## src/rtl/hbridge_deadtime_ctrl.sv

```systemverilog
// hbridge_deadtime_ctrl: registered gate-command generator for a full H-bridge.
// Turns a 2-bit motor command into PMOS/NMOS gate drives for legs A (bit0) and B (bit1),
// and inserts DEAD_CYCLES of all-off float time between any two driven states.
// Optional feature macro: HB_PWM_EN adds a pwm_in input that chops the command to COAST.
module hbridge_deadtime_ctrl #(
  parameter int unsigned DEAD_CYCLES = 4,
  parameter int unsigned DEAD_W      = 3
) (
  input  logic       clock,
  input  logic       reset,
  input  logic       enable,
  input  logic [1:0] cmd,
`ifdef HB_PWM_EN
  input  logic       pwm_in,
`endif
  output logic [1:0] p_out,
  output logic [1:0] n_out,
  output logic [1:0] applied_cmd,
  output logic       busy
);

  localparam logic [0:0] ST_ON   = 1'b0;
  localparam logic [0:0] ST_DEAD = 1'b1;

  localparam logic [1:0] CMD_COAST   = 2'b00;
  localparam logic [1:0] CMD_FORWARD = 2'b01;
  localparam logic [1:0] CMD_REVERSE = 2'b10;
  localparam logic [1:0] CMD_BRAKE   = 2'b11;

  localparam logic [DEAD_W-1:0] CNT_RELOAD = DEAD_W'(DEAD_CYCLES - 1);

  logic [0:0]        state, state_nxt;
  logic [1:0]        pending, pending_nxt;
  logic [DEAD_W-1:0] cnt, cnt_nxt;
  logic [1:0]        p_nxt, n_nxt, applied_nxt;
  logic              busy_nxt;
  logic [1:0]        eff_c;

  // Gate pattern {p_out, n_out} for a command; PMOS on at 0, NMOS on at 1.
  function automatic logic [3:0] drive(input logic [1:0] c);
    case (c)
      CMD_FORWARD: drive = {2'b10, 2'b10};
      CMD_REVERSE: drive = {2'b01, 2'b01};
      CMD_BRAKE:   drive = {2'b11, 2'b11};
      default:     drive = {2'b11, 2'b00};
    endcase
  endfunction

  // Effective command after enable (and optional PWM) gating.
`ifdef HB_PWM_EN
  always_comb begin
    eff_c = CMD_COAST;
    if (enable) begin
      if (cmd == CMD_BRAKE) eff_c = CMD_BRAKE;
      else if (pwm_in)      eff_c = cmd;
    end
  end
`else
  always_comb begin
    eff_c = enable ? cmd : CMD_COAST;
  end
`endif

  // Next-state and next-output logic for the ON/DEAD sequencer.
  always_comb begin
    state_nxt   = state;
    pending_nxt = pending;
    cnt_nxt     = cnt;
    p_nxt       = p_out;
    n_nxt       = n_out;
    applied_nxt = applied_cmd;
    busy_nxt    = busy;
    case (state)
      ST_ON: begin
        if (eff_c != applied_cmd) begin
          if (applied_cmd == CMD_COAST) begin
            // Bridge already floats: no dead time needed.
            applied_nxt    = eff_c;
            {p_nxt, n_nxt} = drive(eff_c);
          end else begin
            state_nxt      = ST_DEAD;
            {p_nxt, n_nxt} = drive(CMD_COAST);
            applied_nxt    = CMD_COAST;
            busy_nxt       = 1'b1;
            pending_nxt    = eff_c;
            cnt_nxt        = CNT_RELOAD;
          end
        end
      end
      default: begin
        if (eff_c != pending) begin
          // Command moved again: dead time counts from the latest change.
          pending_nxt = eff_c;
          cnt_nxt     = CNT_RELOAD;
        end else if (cnt == '0) begin
          state_nxt      = ST_ON;
          applied_nxt    = pending;
          {p_nxt, n_nxt} = drive(pending);
          busy_nxt       = 1'b0;
        end else begin
          cnt_nxt = cnt - DEAD_W'(1);
        end
      end
    endcase
  end

  // State and output registers; reset forces the bridge to float immediately.
  always_ff @(posedge clock or posedge reset) begin
    if (reset) begin
      state       <= ST_ON;
      pending     <= CMD_COAST;
      cnt         <= '0;
      p_out       <= 2'b11;
      n_out       <= 2'b00;
      applied_cmd <= CMD_COAST;
      busy        <= 1'b0;
    end else begin
      state       <= state_nxt;
      pending     <= pending_nxt;
      cnt         <= cnt_nxt;
      p_out       <= p_nxt;
      n_out       <= n_nxt;
      applied_cmd <= applied_nxt;
      busy        <= busy_nxt;
    end
  end

endmodule

```

## config.mk

```make
export PLATFORM = sky130hd
export DESIGN_NAME = hbridge_deadtime_ctrl
export DESIGN_NICKNAME = d
export VERILOG_FILES = /design/src/rtl/hbridge_deadtime_ctrl.sv
export SDC_FILE = /design/constraint.sdc
export NUM_CORES = 1
export LEC_CHECK = 0
export ABC_AREA = 1
export CAP_MARGIN = 10
export CORE_MARGIN = 3
export CORE_UTILIZATION = 55
export CTS_CLUSTER_DIAMETER = 100
export DETAILED_ROUTE_END_ITERATION = 6
export GPL_ROUTABILITY_DRIVEN = 0
export MAX_ROUTING_LAYER = met4
export PLACE_DENSITY = 0.9
export SLEW_MARGIN = 20
export SYNTH_ARGS = -nofsm -noshare
export SYNTH_HDL_FRONTEND = slang
export SYNTH_SLANG_ARGS = --single-unit
```

## constraint.sdc

```tcl
create_clock -name clock -period 4.4 [get_ports clock]
set_clock_uncertainty 0.1 [all_clocks]
set_input_delay 0.88 -clock clock [delete_from_list [all_inputs] [get_ports clock]]
set_output_delay 0.88 -clock clock [all_outputs]
set_load 0.005 [all_outputs]
```

==> summary.md, run 1 <==
Summed over all nets, the switching power comes to 314 uW. The floorplan step defined a core boundary enclosing 1220 sq um. The worst-path cell with the longest stage delay is sky130_fd_sc_hd__dfstp_2.

Grouping stages by cell kind, the critical path spends the most delay in flip-flops. Power spread over the standard cell area amounts to 744 nW/um^2. Type of the worst min-delay path: reg -> reg.

The worst path needs 2.29 ns of the cycle, external delays included. The H-tree depth reported by CTS came out at 1. The share of synthesized area occupied by flip-flops and latches is 0.423, and the placement row count is 12. The flip-flop and latch count after synthesis was 13. The tools report the core utilization of the finished layout as 0.763. The cell sitting at the root of the clock tree is a sky130_fd_sc_hd__clkbuf_4. The tools report the worst-case headroom to the max-slew limit as 0.674.

The number of nets with antenna violations after routing was 0; the initial core utilization was 0.637. The logs give 51 for the starting DRC count in detailed routing and 12 for the I/O pin count. Clock slew seen by the registers of the worst setup and hold paths: 0.08 ns.

The longest individual stage delay on the worst path is 0.54 ns, and the number of placed instances, taps included is 123. The worst path meets setup with 2.11 ns of slack. Summing all non-filler instances in the final layout gives an area of 928 sq um.

The final total power was 691 uW. Relative to the synthesized area, the layout overhead comes to 19.9%. The worst setup path is launched from a register.

The logs give 0 for the number of endpoints failing setup at the final stage and 0 for the count of buffers added by post-CTS timing repair for setup. The first global-routing pass estimated 2950 um of wire. The clock group share of total power was 0.106. The total global-route track usage was 0.211.

The run gives 127 as the final instance count without filler cells. The proportion of netlist area held by the largest area contributor was 0.355. The tools report the final max-slew violation count as 0.

Internal power comes to 377 uW. Entering global routing, the biggest net connects 14 pins. In the final routed layout, each cell accounts on average for 13.4 um. For this design, the sink count on the clock tree is 13.

The share of final-layout standard cells stronger than drive strength 1 is 0.177, and the arrival time at the worst endpoint is 1.31 ns. Cell accounting for the most synthesized area: sky130_fd_sc_hd__dfrtp_1. Count of nets after finishing: 121. STA classifies the critical path endpoint as a primary output.

Buffers placed on the I/O ports in this run total 11. The pin slew with the least headroom to its limit was 0.488 ns. In this run the horizontal extent of the chip is 43.5 um. After synthesis, the netlist uses 17 different library cells.

For the share of total power in combinational logic, the log shows 0.547. The longest clock path from root to sink contains 2 buffers. In this run the cell area measured after placement is 902 sq um. Data on the critical path is required at its endpoint by 3.42 ns.

The final layout contains routed wiring with a total length of 1710 um. The number of clock buffers added by TritonCTS is 3. The sequential fraction of design power is 0.347, and the total congestion overflow after global routing is 0. The number of nets handed over by synthesis was 105. For this run, the top clock speed supported by timing is 437 MHz.

The die covers 1890 sq um. The wire-length estimate of the detail-placed layout is 1230 um. Post-CTS repair changed the size of 0 cells.

The number of detailed-routing iterations run before antenna repair is 4. Total buffers and inverters traversed by the critical path: 1. By area the synthesized netlist is led by sky130_fd_sc_hd__dfrtp_1, sky130_fd_sc_hd__nand2_1, sky130_fd_sc_hd__nand3_1.

The via count is 696, and the count of endpoints failing hold in the final timing report is 0. Across the VDD grid, the largest voltage drop is 436 uV. Prior to clock tree synthesis, the placed netlist has a worst setup slack of 1.98 ns. At the later pin of the worst-skew pair, clock insertion delay measures 0.28 ns.

0 antenna diodes ended up in the layout. The count of hold buffers inserted by post-cts repair came out at 0. The die outline height works out to 43.5 um. TritonCTS built the clock tree.

Switching share of power: 0.454. The routed via count divided by cell count is 5.48, and the count of synthesis-stage warnings from yosys is 0. Number of max-cap violations: 0. The logs give 0 ns for the total negative slack and 0.373 ns for the hold slack. The flow ran to the end, and the final reports show no timing, DRC or antenna violations. The number of filler cells placed in the layout is 76, and the netlist area before placement is 774 sq um. Synthesis handed over a netlist of 98 instances.

The analysis attributes to cell leakage a power of 0.474 nW. The portion of the clock cycle consumed by the worst path in the final layout came out at 0.521. The average instance in the mapped netlist occupies 7.90 sq um. Setup repair after global routing left no endpoint under its margin. The via count of the first global-routing pass was 650. The largest driver fanout on the critical path was 2.

For this run, design rule violations remaining after detail routing come to 0. The critical path goes through clkdlybuf4s50_1. The run gives 0 as the number of antenna violations at the first check in global routing. Category of the most critical setup path: reg -> out.
synthesized netlist by cell type (all sizes together):
cell type and n:
ha 2, inv 11, o22ai 2, nor2 6, dfstp 2, nand3 14, xnor2 1, o21ai 2
nand2 39, nand4 2, o21a 1, dfrtp 11, nor3 5
worst paths after layout:
path                       slack, ns                          to  cells past startpoint                 start
hold / removal                  0.37            busy$_DFFE_PP0P_                      2      busy$_DFFE_PP0P_
setup / recovery                2.11                    p_out[1]                      1  p_out[1]$_DFFE_PP1P_
min in group asynchronous       0.81            busy$_DFFE_PP0P_                      2                 reset
setup reg to reg                2.85  applied_cmd[1]$_DFFE_PP0P_                      9    cnt[1]$_DFFE_PP0P_
hold reg to reg                 0.37            busy$_DFFE_PP0P_                      2      busy$_DFFE_PP0P_
max in group asynchronous       3.03        p_out[0]$_DFFE_PP1P_                      2                 reset
kinds of logic after synthesis:
logic type | after synthesis | synth area share
adders and majority gates | 2 | 0.0323
buffers and inverters | 11 | 0.0533
AOI/OAI and AO/OA | 5 | 0.0388
and+or+nand+nor | 66 | 0.441
xor gates and xnor gates | 1 | 0.0113
DFF | 13 | 0.423
power by group through the flow:
stage	logic (mW)	clock network (mW)	registers, mW
6_report	0.378	0.0730	0.240
5_1_grt	0.421	0.0800	0.246
2_1_floorplan	0.249	0	0.230
4_1_cts	0.378	0.0745	0.237
3_5_place_dp	0.370	0	0.238
3_3_place_gp	0.362	0	0.235
routing by layer:
metal / share of wire / wire length, um / track usage / vias up
li1: - / - / - / 346
met1: 0.43 / 735 / 0.288 / 305
met2: 0.46 / 792 / 0.313 / 42
met3: 0.093 / 158 / 0.0290 / 3
met4: 0.011 / 19 / 0.0904 / 0
met5: 0 / 0 / - / -
cell type report:
class / instances / area [sq um] / share of cell area
inverters: 11 / 41.3 / 0.0445
repair buffers: 11 / 110 / 0.119
multi-input cells: 74 / 405 / 0.437
well taps: 14 / 17.5 / 0.0189
clock buffers: 4 / 26.3 / 0.0283
flip-flops and latches: 13 / 328 / 0.353
cell usage in the layout (no fill, tap or decap):
master and n:
sky130_fd_sc_hd__nand2_1 28, sky130_fd_sc_hd__nor3_1 5, sky130_fd_sc_hd__ha_1 2, sky130_fd_sc_hd__nand2_2 7
sky130_fd_sc_hd__inv_2 1, sky130_fd_sc_hd__nand2_4 4, sky130_fd_sc_hd__o21a_1 1, sky130_fd_sc_hd__xnor2_1 1
sky130_fd_sc_hd__nand4_2 2, sky130_fd_sc_hd__inv_1 10, sky130_fd_sc_hd__clkdlybuf4s50_1 11, sky130_fd_sc_hd__nor2_1 6
sky130_fd_sc_hd__o22ai_1 2, sky130_fd_sc_hd__nand3_1 13, sky130_fd_sc_hd__dfrtp_1 11, sky130_fd_sc_hd__clkbuf_1 1
sky130_fd_sc_hd__o21ai_1 2, sky130_fd_sc_hd__clkbuf_4 3, sky130_fd_sc_hd__dfstp_2 2, sky130_fd_sc_hd__nand3_2 1
registers in the layout, indices dropped and copies added, names as in the netlist:
name / count
pending: 2
state: 1
n_out: 2
applied_cmd: 2
p_out: 2
cnt: 3
busy: 1
worst min-delay path, stage by stage, from the launching register on:
cell	delay, ns
sky130_fd_sc_hd__dfrtp_1	0.34
sky130_fd_sc_hd__nand2_1	0.05
sky130_fd_sc_hd__nand2_1	0.05
(Power assumes the default switching activity.)
==> inputs of run 2 (changes only) <==
--- a/config.mk
+++ b/config.mk
@@ -7,13 +7,14 @@
 export LEC_CHECK = 0
 export ABC_AREA = 1
 export CAP_MARGIN = 10
+export CORE_ASPECT_RATIO = 0.9
 export CORE_MARGIN = 3
-export CORE_UTILIZATION = 55
+export CORE_UTILIZATION = 51
 export CTS_CLUSTER_DIAMETER = 100
 export DETAILED_ROUTE_END_ITERATION = 6
 export GPL_ROUTABILITY_DRIVEN = 0
 export MAX_ROUTING_LAYER = met4
-export PLACE_DENSITY = 0.9
+export PLACE_DENSITY = 0.85
 export SLEW_MARGIN = 20
 export SYNTH_ARGS = -nofsm -noshare
 export SYNTH_HDL_FRONTEND = slang
==> constraint.sdc (replaced) <==
create_clock -name clock -period 2.21 [get_ports clock]
set_clock_uncertainty 0.1 [all_clocks]
set_input_delay 0.442 -clock clock [delete_from_list [all_inputs] [get_ports clock]]
set_output_delay 0.442 -clock clock [all_outputs]
set_load 0.005 [all_outputs]
==> run 2 against run 1 <==
First-iteration DRC count decreased by 76%. Sequential share of layout area hardly changed. Die area increased by 6.8%. Sequential power up 95%. Total power increased by 96%. Global-route usage fell by 1.5 points. Critical endpoint unchanged.
==> summary.md, run 2 (synthesis gave the netlist of run 1 again) <==
The number of filler cells placed in the layout is 98 (was 76). Switching share of power: 0.447 (was 0.454). The hold slack came out at 0.357 ns (was 0.373 ns). Nature of the critical path endpoint: a primary output (unchanged). Number of nets with antenna violations after routing: 0 (unchanged). The switching power was 606 uW (was 314 uW).

Cell depth of the worst setup path: 1 (unchanged). Reg-to-reg startpoint: cnt[0]$_DFFE_PP0P_ (was cnt[1]$_DFFE_PP0P_). Ordered list of cells on the worst path: clkdlybuf4s50_1 (unchanged).

The post-detailed-placement half-perimeter wirelength was 1180 um (was 1230 um). Category of the most critical setup path: reg -> out (unchanged). The final instance count without filler cells is 127 (unchanged), and the longest individual stage delay on the worst path is 0.54 ns (about the same). The worst-path cell with the longest stage delay was sky130_fd_sc_hd__dfstp_2 (unchanged).

The tools report the clock group share of total power as 0.111 (was 0.106). Maximum root-to-sink buffer count: 2 (unchanged). The total negative slack came out at 0 ns (unchanged). Clock sink count: 13 (unchanged). Setup repair after global routing left no endpoint under its margin. The total power per unit cell area works out to 1460 nW/um^2 (was 744 nW/um^2). The run gives 0 (unchanged) as the final max-slew violation count. The number of detailed-routing iterations run before antenna repair was 4 (unchanged); the horizontal die dimension was 47.1 um (was 43.5 um).

Clock root buffer: sky130_fd_sc_hd__clkbuf_4 (unchanged). The tools report the antenna cell count as 0 (unchanged). The logs give 0 (unchanged) for the count of buffers added by post-CTS timing repair for setup and 0 (unchanged) for the DRC violation count after routing. The total congestion overflow after global routing is 0 (unchanged), and the later-pin clock latency in the skew report is 0.29 ns (was 0.28 ns).

The largest driver fanout on the critical path works out to 2 (unchanged). The portion of the clock cycle consumed by the worst path in the final layout was 0.843; the initial core utilization was 0.586 (was 0.637). The tools report the via count as 692 (was 696). The run gives 0.477 nW (was 0.474 nW) as the static leakage power.

The capture point of the critical path is p_out[1] (unchanged). The routed via count divided by cell count came out at 5.45 (was 5.48). The tools report the number of clock buffers inserted by TritonCTS as 3 (unchanged). TritonCTS built the clock tree. The number of placed instances, taps included was 123 (unchanged). For the placeable core region, the log shows 1320 sq um (was 1220 sq um).

The count of hold buffers inserted by post-cts repair came out at 0 (unchanged). Counting I/O delays and the setup requirement, the final critical path takes 1.86 ns. The arrival time at the worst endpoint came out at 1.32 ns (was 1.31 ns). The cell-internal power is 750 uW (was 377 uW), and the die outline height is 43.0 um (was 43.5 um). Share of total power in combinational logic: 0.544 (was 0.547). The growth of design area from synthesis to finish works out to 20.0% (was 19.9%). Family with the most delay on the worst path: flip-flops (unchanged). The wire length per cell after detailed routing works out to 12.2 um (was 13.4 um). The number of max-cap violations was 0 (unchanged). Total buffers and inverters traversed by the critical path: 1 (unchanged).

The logs give 2660 um (was 2950 um) for the first-pass GRT wire length and 14 (unchanged) for the pin count of the biggest net entering global routing. For the I/O pin count, the log shows 12 (unchanged). The pin slew with the least headroom to its limit works out to 0.479 ns (was 0.488 ns). The logs give 1.67 ns (was 3.42 ns) for the required time reported for the critical path endpoint and 1 (unchanged) for the H-tree depth reported by CTS. The kind of start point of the critical path is a register (unchanged).

The post-CTS resize count came out at 0 (unchanged). The type of the worst min-delay path was in -> async (was reg -> reg). The count of endpoints failing hold in the final timing report is 0 (unchanged), and the clock slew seen by the registers of the worst setup and hold paths is 0.08 ns (about the same).

The share of final-layout standard cells stronger than drive strength 1 was 0.186 (was 0.177); the depth of the most critical reg-to-reg path was 9 (unchanged). The run gives 12 (was 51) as the starting DRC count in detailed routing. The most common cell after layout, fill and taps aside was sky130_fd_sc_hd__nand2_1 (unchanged). The number of endpoints failing setup at the final stage was 0 (unchanged).

The number of buffer cells added on primary ports was 11 (unchanged). The flip-flop count of the largest register, all copies and words added works out to 3 (unchanged). Worst-case headroom to the max-slew limit: 0.680 (was 0.674). The flow ran to the end, and the final reports show no timing, DRC or antenna violations. The total global-route track usage is 0.196 (was 0.211).

The placement row count was 12 (unchanged). Aggregate routed wire length: 1550 um (was 1710 um). The top register by number of flip-flops is cnt (unchanged). The number of antenna violations at the first check in global routing is 0 (unchanged). For the largest voltage drop on the vdd net, the log shows 840 uV (was 436 uV). For this run, the top clock speed supported by timing is 537 MHz. The tools report the via count of the first global-routing pass as 610 (was 650). The tools report the endpoint of the most critical register-to-register path as applied_cmd[1]$_DFFE_PP0P_ (unchanged).

For the worst-case register-to-register setup slack, the log shows 0.70 ns (was 2.85 ns). Start point of the critical path: p_out[1]$_DFFE_PP1P_ (unchanged). The full die area came out at 2020 sq um (was 1890 sq um). Most frequent cells in the layout: sky130_fd_sc_hd__nand2_1, sky130_fd_sc_hd__nand3_1, sky130_fd_sc_hd__dfrtp_1, sky130_fd_sc_hd__clkdlybuf4s50_1, sky130_fd_sc_hd__inv_1 (unchanged). Sequential fraction of design power: 0.345 (was 0.347). The count of nets after finishing came out at 121 (unchanged).
## run 2: power groups by stage
stage                     Combinational [mW]  Clock (mW)  Sequential (mW)
final                                  0.737       0.151            0.468
after CTS                              0.741       0.159            0.467
after detailed placement               0.737           0            0.468
after floorplan                        0.496           0            0.459
after global routing                   0.833       0.172            0.483
after global placement                 0.725           0            0.468
## run 2: worst min-delay path by stage
stage          slack [ns]  cells past startpoint                    endpoint
2_1_floorplan        0.22                      1  applied_cmd[0]$_DFFE_PP0P_
3_3_place_gp         0.36                      2        p_out[0]$_DFFE_PP1P_
3_5_place_dp         0.35                      2        p_out[0]$_DFFE_PP1P_
4_1_cts              0.37                      2        n_out[0]$_DFFE_PP0P_
5_1_grt              0.39                      2        p_out[1]$_DFFE_PP1P_
6_report             0.36                      2        n_out[0]$_DFFE_PP0P_
## run 2: final cells by class
type | instances | area [sq um] | share of cell area
clock buffer | 3 | 22.5 | 0.0242
clock inverter | 1 | 5.00 | 0.00538
inverter | 11 | 41.3 | 0.0444
multi-input combinational | 74 | 405 | 0.436
sequential | 13 | 328 | 0.353
tap | 14 | 17.5 | 0.0188
timing repair buffer | 11 | 110 | 0.118
## run 2: metrics by stage
step                      total power, mW  setup WS [ns]  cell area (sq um)   util
after CTS                            1.37          0.327                930  0.704
final                                1.36          0.347                930  0.704
after detailed placement             1.21          0.250                902  0.683
after floorplan                     0.955          0.832                774      -
after global routing                 1.49          0.296                930  0.704
after global placement               1.19          0.281                902  0.683
## run 2: layer usage
layer	share of wire	up-vias	GRT usage
met4	0.028	0	0.0994
li1	-	349	-
met5	0	-	-
met3	0.068	4	0.0763
met2	0.44	29	0.252
met1	0.47	310	0.262
